[src/rtl/uart_axil_pkg.sv]
// Shared definitions for the UART AXI4-Lite register block: register map,
// response codes, FSM state encodings and register bit positions.
package uart_axil_pkg;

    // Byte offsets of the four registers (decode uses address bits [3:2])
    localparam logic [3:0] RX_DATA_OFF = 4'h0;
    localparam logic [3:0] TX_DATA_OFF = 4'h4;
    localparam logic [3:0] STATUS_OFF  = 4'h8;
    localparam logic [3:0] CONTROL_OFF = 4'hC;

    typedef logic [1:0] resp_t;
    localparam resp_t RESP_OKAY   = 2'b00;
    localparam resp_t RESP_SLVERR = 2'b10;

    typedef enum logic {W_IDLE, W_RESP} wr_state_t;
    typedef enum logic {R_IDLE, R_DATA} rd_state_t;

    // STATUS bits
    localparam int ST_RX_AVAIL = 0;
    localparam int ST_TX_FULL  = 1;
    localparam int ST_TX_DROP  = 2;

    // CONTROL bits
    localparam int CTL_EN_RX = 0;
    localparam int CTL_EN_TX = 1;

    // Offset of the register word an address selects
    function automatic logic [3:0] reg_off(input logic [1:0] word_sel);
        return {word_sel, 2'b00};
    endfunction

endpackage

[src/rtl/uart_axil_regs_if.sv]
// AXI4-Lite bus bundle between software master and the UART register block.
interface uart_axil_regs_if #(
    parameter int ADDR_W = 4
);
    logic [ADDR_W-1:0] awaddr;
    logic              awvalid;
    logic              awready;
    logic [31:0]       wdata;
    logic [3:0]        wstrb;
    logic              wvalid;
    logic              wready;
    logic [1:0]        bresp;
    logic              bvalid;
    logic              bready;
    logic [ADDR_W-1:0] araddr;
    logic              arvalid;
    logic              arready;
    logic [31:0]       rdata;
    logic [1:0]        rresp;
    logic              rvalid;
    logic              rready;

    modport slave (
        input  awaddr, awvalid, wdata, wstrb, wvalid, bready, araddr, arvalid, rready,
        output awready, wready, bresp, bvalid, arready, rdata, rresp, rvalid
    );

    modport master (
        output awaddr, awvalid, wdata, wstrb, wvalid, bready, araddr, arvalid, rready,
        input  awready, wready, bresp, bvalid, arready, rdata, rresp, rvalid
    );
endinterface

[src/rtl/uart_axil_regs.sv]
// AXI4-Lite slave in front of the UART core: turns bus writes into TX pushes
// and enables, bus reads into RX pops, and reports FIFO status to software.
//
// state  | meaning
// W_IDLE | collecting AW and W independently; acts once both are held
// W_RESP | register action done, bvalid held until bready
// R_IDLE | arready high, read value registered on AR handshake
// R_DATA | rvalid held with stable rdata until rready
module uart_axil_regs
    import uart_axil_pkg::*;
#(
    parameter int C_ADDR_WIDTH = 4,
    parameter int C_DATA_WIDTH = 32
) (
    input  logic             Clk,
    input  logic             Resetn,
    uart_axil_regs_if.slave  s_axil,
    output logic [7:0]       TX_data,
    output logic             wr_uart_en,
    input  logic             Full,
    input  logic [7:0]       RX_data,
    input  logic             Empty,
    output logic             rd_uart_en,
    output logic             Enable_rx,
    output logic             Enable_tx
);

    // Address bits above the 16-byte window; any set bit is an error
    localparam logic [C_ADDR_WIDTH-1:0] HI_MASK = C_ADDR_WIDTH'(32'hFFFF_FFF0);

    wr_state_t               wr_state, wr_next;
    rd_state_t               rd_state, rd_next;
    logic                    ready_en;
    logic                    aw_held, w_held;
    logic [C_ADDR_WIDTH-1:0] awaddr_q;
    logic [7:0]              wbyte_q;
    logic                    wstrb0_q;
    logic                    tx_drop;
    resp_t                   bresp_q, rresp_q;
    logic [C_DATA_WIDTH-1:0] rdata_q, rd_value;
    logic                    awready, wready, bvalid, arready, rvalid;
    logic                    do_write, wr_err, drop_set, drop_clr, push;
    logic                    ar_hs, rd_err;
    logic [3:0]              wr_off, rd_off;

    assign s_axil.awready = awready;
    assign s_axil.wready  = wready;
    assign s_axil.bvalid  = bvalid;
    assign s_axil.bresp   = bresp_q;
    assign s_axil.arready = arready;
    assign s_axil.rvalid  = rvalid;
    assign s_axil.rresp   = rresp_q;
    assign s_axil.rdata   = rdata_q;

    assign wr_err   = |(awaddr_q & HI_MASK);
    assign wr_off   = reg_off(awaddr_q[3:2]);
    assign do_write = (wr_state == W_IDLE) && aw_held && w_held;
    assign push     = do_write && !wr_err && (wr_off == TX_DATA_OFF) && wstrb0_q && !Full;
    assign drop_set = do_write && !wr_err && (wr_off == TX_DATA_OFF) && wstrb0_q && Full;
    assign drop_clr = do_write && !wr_err && (wr_off == STATUS_OFF) && wstrb0_q && wbyte_q[ST_TX_DROP];

    assign ar_hs      = s_axil.arvalid && arready;
    assign rd_err     = |(s_axil.araddr & HI_MASK);
    assign rd_off     = reg_off(s_axil.araddr[3:2]);
    assign rd_uart_en = ar_hs && !rd_err && (rd_off == RX_DATA_OFF) && !Empty;

    // Keeps all ready signals low until the first clock after reset release
    always_ff @(posedge Clk or negedge Resetn) begin
        if (!Resetn) ready_en <= 1'b0;
        else         ready_en <= 1'b1;
    end

    // Write FSM state register
    always_ff @(posedge Clk or negedge Resetn) begin
        if (!Resetn) wr_state <= W_IDLE;
        else         wr_state <= wr_next;
    end

    // Write FSM next state and channel handshakes
    always_comb begin
        wr_next = wr_state;
        awready = 1'b0;
        wready  = 1'b0;
        bvalid  = 1'b0;
        case (wr_state)
            W_IDLE: begin
                awready = ready_en && !aw_held;
                wready  = ready_en && !w_held;
                if (do_write) wr_next = W_RESP;
            end
            W_RESP: begin
                bvalid = 1'b1;
                if (s_axil.bready) wr_next = W_IDLE;
            end
            default: wr_next = W_IDLE;
        endcase
    end

    // AW and W capture; holds released when the response is accepted
    always_ff @(posedge Clk or negedge Resetn) begin
        if (!Resetn) begin
            aw_held  <= 1'b0;
            w_held   <= 1'b0;
            awaddr_q <= '0;
            wbyte_q  <= '0;
            wstrb0_q <= 1'b0;
        end else if (wr_state == W_RESP && s_axil.bready) begin
            aw_held <= 1'b0;
            w_held  <= 1'b0;
        end else begin
            if (s_axil.awvalid && awready) begin
                aw_held  <= 1'b1;
                awaddr_q <= s_axil.awaddr;
            end
            if (s_axil.wvalid && wready) begin
                w_held   <= 1'b1;
                wbyte_q  <= s_axil.wdata[7:0];
                wstrb0_q <= s_axil.wstrb[0];
            end
        end
    end

    // Register side effects of a completed write; push strobe lasts one cycle
    always_ff @(posedge Clk or negedge Resetn) begin
        if (!Resetn) begin
            bresp_q    <= RESP_OKAY;
            TX_data    <= '0;
            wr_uart_en <= 1'b0;
            Enable_rx  <= 1'b0;
            Enable_tx  <= 1'b0;
            tx_drop    <= 1'b0;
        end else begin
            wr_uart_en <= push;
            tx_drop    <= drop_set || (tx_drop && !drop_clr);
            if (push) TX_data <= wbyte_q;
            if (do_write) begin
                bresp_q <= wr_err ? RESP_SLVERR : RESP_OKAY;
                if (!wr_err && wr_off == CONTROL_OFF && wstrb0_q) begin
                    Enable_rx <= wbyte_q[CTL_EN_RX];
                    Enable_tx <= wbyte_q[CTL_EN_TX];
                end
            end
        end
    end

    // Read value mux; an empty RX register reads as zero
    always_comb begin
        rd_value = '0;
        if (!rd_err) begin
            case (rd_off)
                RX_DATA_OFF: if (!Empty) rd_value[8:0] = {1'b1, RX_data};
                STATUS_OFF: begin
                    rd_value[ST_RX_AVAIL] = !Empty;
                    rd_value[ST_TX_FULL]  = Full;
                    rd_value[ST_TX_DROP]  = tx_drop;
                end
                CONTROL_OFF: begin
                    rd_value[CTL_EN_RX] = Enable_rx;
                    rd_value[CTL_EN_TX] = Enable_tx;
                end
                default: rd_value = '0;
            endcase
        end
    end

    // Read FSM state register
    always_ff @(posedge Clk or negedge Resetn) begin
        if (!Resetn) rd_state <= R_IDLE;
        else         rd_state <= rd_next;
    end

    // Read FSM next state and channel handshakes
    always_comb begin
        rd_next = rd_state;
        arready = 1'b0;
        rvalid  = 1'b0;
        case (rd_state)
            R_IDLE: begin
                arready = ready_en;
                if (ar_hs) rd_next = R_DATA;
            end
            R_DATA: begin
                rvalid = 1'b1;
                if (s_axil.rready) rd_next = R_IDLE;
            end
            default: rd_next = R_IDLE;
        endcase
    end

    // Read data/response captured in the same cycle as the pop strobe
    always_ff @(posedge Clk or negedge Resetn) begin
        if (!Resetn) begin
            rdata_q <= '0;
            rresp_q <= RESP_OKAY;
        end else if (ar_hs) begin
            rdata_q <= rd_value;
            rresp_q <= rd_err ? RESP_SLVERR : RESP_OKAY;
        end
    end

endmodule

[src/flat_wrapper.sv]
// flat-port wrapper written by rule: the top's interface ports become plain ports
module uart_axil_regs_flat import uart_axil_pkg::*;
#(
    parameter int C_ADDR_WIDTH = 4,
    parameter int C_DATA_WIDTH = 32
)
  (Clk, Resetn, TX_data, wr_uart_en, Full, RX_data, Empty, rd_uart_en, Enable_rx, Enable_tx, s_axil_awaddr, s_axil_awvalid, s_axil_wdata, s_axil_wstrb, s_axil_wvalid, s_axil_bready, s_axil_araddr, s_axil_arvalid, s_axil_rready, s_axil_awready, s_axil_wready, s_axil_bresp, s_axil_bvalid, s_axil_arready, s_axil_rdata, s_axil_rresp, s_axil_rvalid);
  uart_axil_regs_if #(.ADDR_W(4)) s_axil_i ();
  input  logic Clk;
  input  logic Resetn;
  output logic [7:0] TX_data;
  output logic wr_uart_en;
  input  logic Full;
  input  logic [7:0] RX_data;
  input  logic Empty;
  output logic rd_uart_en;
  output logic Enable_rx;
  output logic Enable_tx;
  input wire logic [$bits(s_axil_i.awaddr)-1:0] s_axil_awaddr;
  input wire logic [$bits(s_axil_i.awvalid)-1:0] s_axil_awvalid;
  input wire logic [$bits(s_axil_i.wdata)-1:0] s_axil_wdata;
  input wire logic [$bits(s_axil_i.wstrb)-1:0] s_axil_wstrb;
  input wire logic [$bits(s_axil_i.wvalid)-1:0] s_axil_wvalid;
  input wire logic [$bits(s_axil_i.bready)-1:0] s_axil_bready;
  input wire logic [$bits(s_axil_i.araddr)-1:0] s_axil_araddr;
  input wire logic [$bits(s_axil_i.arvalid)-1:0] s_axil_arvalid;
  input wire logic [$bits(s_axil_i.rready)-1:0] s_axil_rready;
  output wire logic [$bits(s_axil_i.awready)-1:0] s_axil_awready;
  output wire logic [$bits(s_axil_i.wready)-1:0] s_axil_wready;
  output wire logic [$bits(s_axil_i.bresp)-1:0] s_axil_bresp;
  output wire logic [$bits(s_axil_i.bvalid)-1:0] s_axil_bvalid;
  output wire logic [$bits(s_axil_i.arready)-1:0] s_axil_arready;
  output wire logic [$bits(s_axil_i.rdata)-1:0] s_axil_rdata;
  output wire logic [$bits(s_axil_i.rresp)-1:0] s_axil_rresp;
  output wire logic [$bits(s_axil_i.rvalid)-1:0] s_axil_rvalid;
  assign s_axil_i.awaddr = s_axil_awaddr;
  assign s_axil_i.awvalid = s_axil_awvalid;
  assign s_axil_i.wdata = s_axil_wdata;
  assign s_axil_i.wstrb = s_axil_wstrb;
  assign s_axil_i.wvalid = s_axil_wvalid;
  assign s_axil_i.bready = s_axil_bready;
  assign s_axil_i.araddr = s_axil_araddr;
  assign s_axil_i.arvalid = s_axil_arvalid;
  assign s_axil_i.rready = s_axil_rready;
  assign s_axil_awready = s_axil_i.awready;
  assign s_axil_wready = s_axil_i.wready;
  assign s_axil_bresp = s_axil_i.bresp;
  assign s_axil_bvalid = s_axil_i.bvalid;
  assign s_axil_arready = s_axil_i.arready;
  assign s_axil_rdata = s_axil_i.rdata;
  assign s_axil_rresp = s_axil_i.rresp;
  assign s_axil_rvalid = s_axil_i.rvalid;
  uart_axil_regs #(.C_ADDR_WIDTH(C_ADDR_WIDTH), .C_DATA_WIDTH(C_DATA_WIDTH)) u_core (.Clk(Clk), .Resetn(Resetn), .s_axil(s_axil_i), .TX_data(TX_data), .wr_uart_en(wr_uart_en), .Full(Full), .RX_data(RX_data), .Empty(Empty), .rd_uart_en(rd_uart_en), .Enable_rx(Enable_rx), .Enable_tx(Enable_tx));
endmodule
[config.mk]
export PLATFORM = sky130hd
export DESIGN_NAME = uart_axil_regs_flat
export DESIGN_NICKNAME = d
export VERILOG_FILES = /design/src/rtl/uart_axil_pkg.sv /design/src/rtl/uart_axil_regs_if.sv /design/src/rtl/uart_axil_regs.sv /design/src/flat_wrapper.sv
export SDC_FILE = /design/constraint.sdc
export NUM_CORES = 1
export LEC_CHECK = 0
export CAP_MARGIN = 30
export CORE_MARGIN = 2
export CORE_UTILIZATION = 36
export CTS_CLUSTER_DIAMETER = 50
export DETAILED_ROUTE_END_ITERATION = 10
export PLACE_DENSITY_LB_ADDON = 0.12
export SLEW_MARGIN = 0
export SYNTH_ARGS = -nofsm -noshare
export SYNTH_HDL_FRONTEND = slang
export SYNTH_SLANG_ARGS = --single-unit
[constraint.sdc]
create_clock -name Clk -period 1.9 [get_ports Clk]
set_input_delay 0.19 -clock Clk [delete_from_list [all_inputs] [get_ports Clk]]
set_output_delay 0.19 -clock Clk [all_outputs]
set_load 0.02 [all_outputs]
==> results.tsv <==
stage	metric	value	unit
yosys	synth.area.top_cells	dfrtp_1 54%, mux2_2 14%, buf_4 12%	
pwr	power_density	1270	nW/µm²
cts	cts.sinks	37	
yosys	ys_top_cells_by_count	37 x dfrtp_1, 28 x buf_4, 21 x mux2_2	
global_route	antenna_found_initial	0	
timing	setup_viol_count_final	0	
timing	worstMarginPinSlew	0.829	ns
timing	fmax	557	MHz
floorplan	fp.dieW	73.0	µm
run	drv_cap	0	
timing	finalSetupTns	0	ns
floorplan	core_area	4660	µm²
setup_path	r2r_setup_slack	0.39	ns
outcome	violations	hold timing	
detailed_routing	dr.pass1.iters	3	
global_route	grt_pass1_wl	5.60	mm
timing	holdWs	-0.000243	ns
layout	layout-area-overhead-vs-synth	37.9	%
yosys	yosysMostFrequentCell	dfrtp_1	
floorplan	fp-row-count	25	
placement	globalplace.congestion	0.786	
setup_path	reg2reg_depth	4	
cts	cts_tree	done	
yosys	post-synth-top-area-fraction	54.1	%
detailed_routing	drcViolationCount	0	
detailed_routing	wl_per_cell	13.6	µm
yosys	synth_cell_types	28	
yosys	ys_seq_area_share	54.1	%
yosys	synthCells	135	
pwr	ir_drop	678	µV
cts	cts_buffer_depth	2	
timing	finalMaxSlewViolations	0	
placement	dpl.hpwl	2.57	mm
setup_path	cp_top_family	buffers and inverters	
cts	clk_latency	0.28	ns
yosys	synth_ff_type	dfrtp_1	
setup_path	cp.buffers_inverters	1	
cts	htreeDepth	2	
timing	fin_skew	0.00591	ns
timing	finalCriticalPeriod	1.80	ns
setup_path	crit_arrival	1.61	ns
pwr	p_leak	0.00110	µW
yosys	async_reset_ff_share	100	%
timing	setup_ws	0.103	ns
setup_path	regToRegEndpoint	u_core.wstrb0_q	
detailed_routing	vias	1157	
floorplan	die_height	73.0	µm
yosys	ys_warn_count	0	
setup_path	crit_fanout	6	
timing	hold_violations	1	
global_route	grt_max_degree	38	
yosys	synth_area_leader_cell	dfrtp_1	
min_path	hold_path_class	input port to async pin	
setup_path	reg2reg_from	u_core.wr_state	
layout	drive_gt1_share	20.0	%
global_route	overflow	0	
timing	finalCritPeriodShare	94.6	%
yosys	synth_area_per_cell	12.7	µm²
placement	pre_cts_ws	0.0270	ns
timing	slew_headroom	44.7	%
setup_path	cpMaxStageDelayCell	clkdlybuf4s50_1	
setup_path	startpoint_type	flip-flop	
detailed_routing	antenna_left	0	
floorplan	ios	114	
cts	cts_buffers	5	
setup_path	end_kind	output pin	
timing	rsz0062_at_grt	false	
detailed_routing	drt_iter0_markers	29	
placement	port_buffers	55	
layout	nets	260	
yosys	synth_edf_count	0	
yosys	synth_seq_cells	37	
detailed_routing	viasPerCell	4.56	
pwr	finalPower	2990	µW
global_route	grt_pass1_vias	1154	
layout	diodes	0	
setup_path	critPathKind	flip-flop to output pin	
setup_path	crit_chain	nand2b_4, nor2_1, clkdlybuf4s50_1	
cts	clockRootBuffer	clkbuf_8	
setup_path	cp_slowest_stage_delay	0.61	ns
cts	path_clk_slew	0.07	ns
floorplan	die_area	5320	µm²
detailed_routing	drt_wl_total	3.45	mm
outcome	status	complete, but fails checks	
floorplan	start_util	36.7	%
setup_path	cp.required	1.71	ns
yosys	synth.cell_area	1710	µm²
cts	post_cts_buffers	0	
global_route	grtUsageTotal	14.2	%
## layout by cell type (no fill, tap or decap), drive strengths merged, types with 4 or more instances in the layout
master | Yosys | layout
clkdlybuf4s50 | 0 | 53
dfrtp | 37 | 37
conb | 2 | 28
mux2 | 21 | 21
clkbuf | 1 | 7
buf | 28 | 6
nor2 | 5 | 5
inv | 5 | 5
a22o | 5 | 5
nand2 | 4 | 4
## state kept, by name, indices dropped and copies added, names as in the netlist, 2 cells and up
register,count
u_core.s_axil.rdata,9
u_core.awaddr_q,2
u_core.wbyte_q,8
u_core.TX_data,8
## through the flow
step	utilization (%)	std cells	area (µm²)
2_1_floorplan	-	161	1810
4_1_cts	50.7	254	2360
3_5_place_dp	48.2	246	2250
5_1_grt	50.7	254	2360
6_report	50.7	254	2360
3_3_place_gp	48.2	246	2250
## report_power, final
part           total [µW]  switching, µW  leakage (µW)  internal (µW)
registers            1260            199      0.000474           1060
logic                1030            463      0.000567            568
clock network         694            266     0.0000585            428
total                2990            928       0.00110           2060
## worst max path at each step
stage | from | endpoint | slack, ns | depth (start not counted)
floorplan | u_core.wr_state | u_core.Enable_rx | 0.39 | 3
global placement | Empty | rd_uart_en | 0.06 | 3
detailed placement | Empty | rd_uart_en | 0.03 | 3
CTS | u_core.wr_state | s_axil_wready | 0.09 | 3
global route | u_core.wr_state | s_axil_awready | 0.003 | 3
finish | u_core.wr_state | s_axil_wready | 0.10 | 3
## logic make-up (layout without fill, tap and decap cells)
group / count (synthesis) / in the layout / share of synthesized area (%)
buffers and inverters: 34 / 73 / 13.6
multiplexers: 23 / 23 / 15.0
AND/OR/NAND/NOR: 20 / 20 / 8.77
other: 2 / 28 / 0.439
flip-flops: 37 / 37 / 54.1
AO/OA/AOI/OAI: 19 / 19 / 8.11
## area by class of cell
type                       count  area [µm²]
clock buffer                   7        86.3
fill                         417        2300
timing repair buffer          60         582
inverter                       5        18.8
sequential                    37         926
tap                           54        67.6
multi-input combinational     90         651
clock inverter                 1        30.0
## timing repair
action / CTS / global route
setup endpoints to repair: 1 / 0
gates resized for setup: 1 / 0
hold buffers: 0 / 0
## metal layers
| metal | global-route usage (%) | up-vias | routed length [µm] |
|---|---|---|---|
| met2 | 21.6 | 57 | 1600 |
| met5 | 0 | - | 0 |
| met3 | 6.22 | 7 | 307 |
| met4 | 4.94 | 0 | 51 |
| li1 | - | 540 | - |
| met1 | 18.0 | 553 | 1490 |
Power figures use the tool's default switching activity.
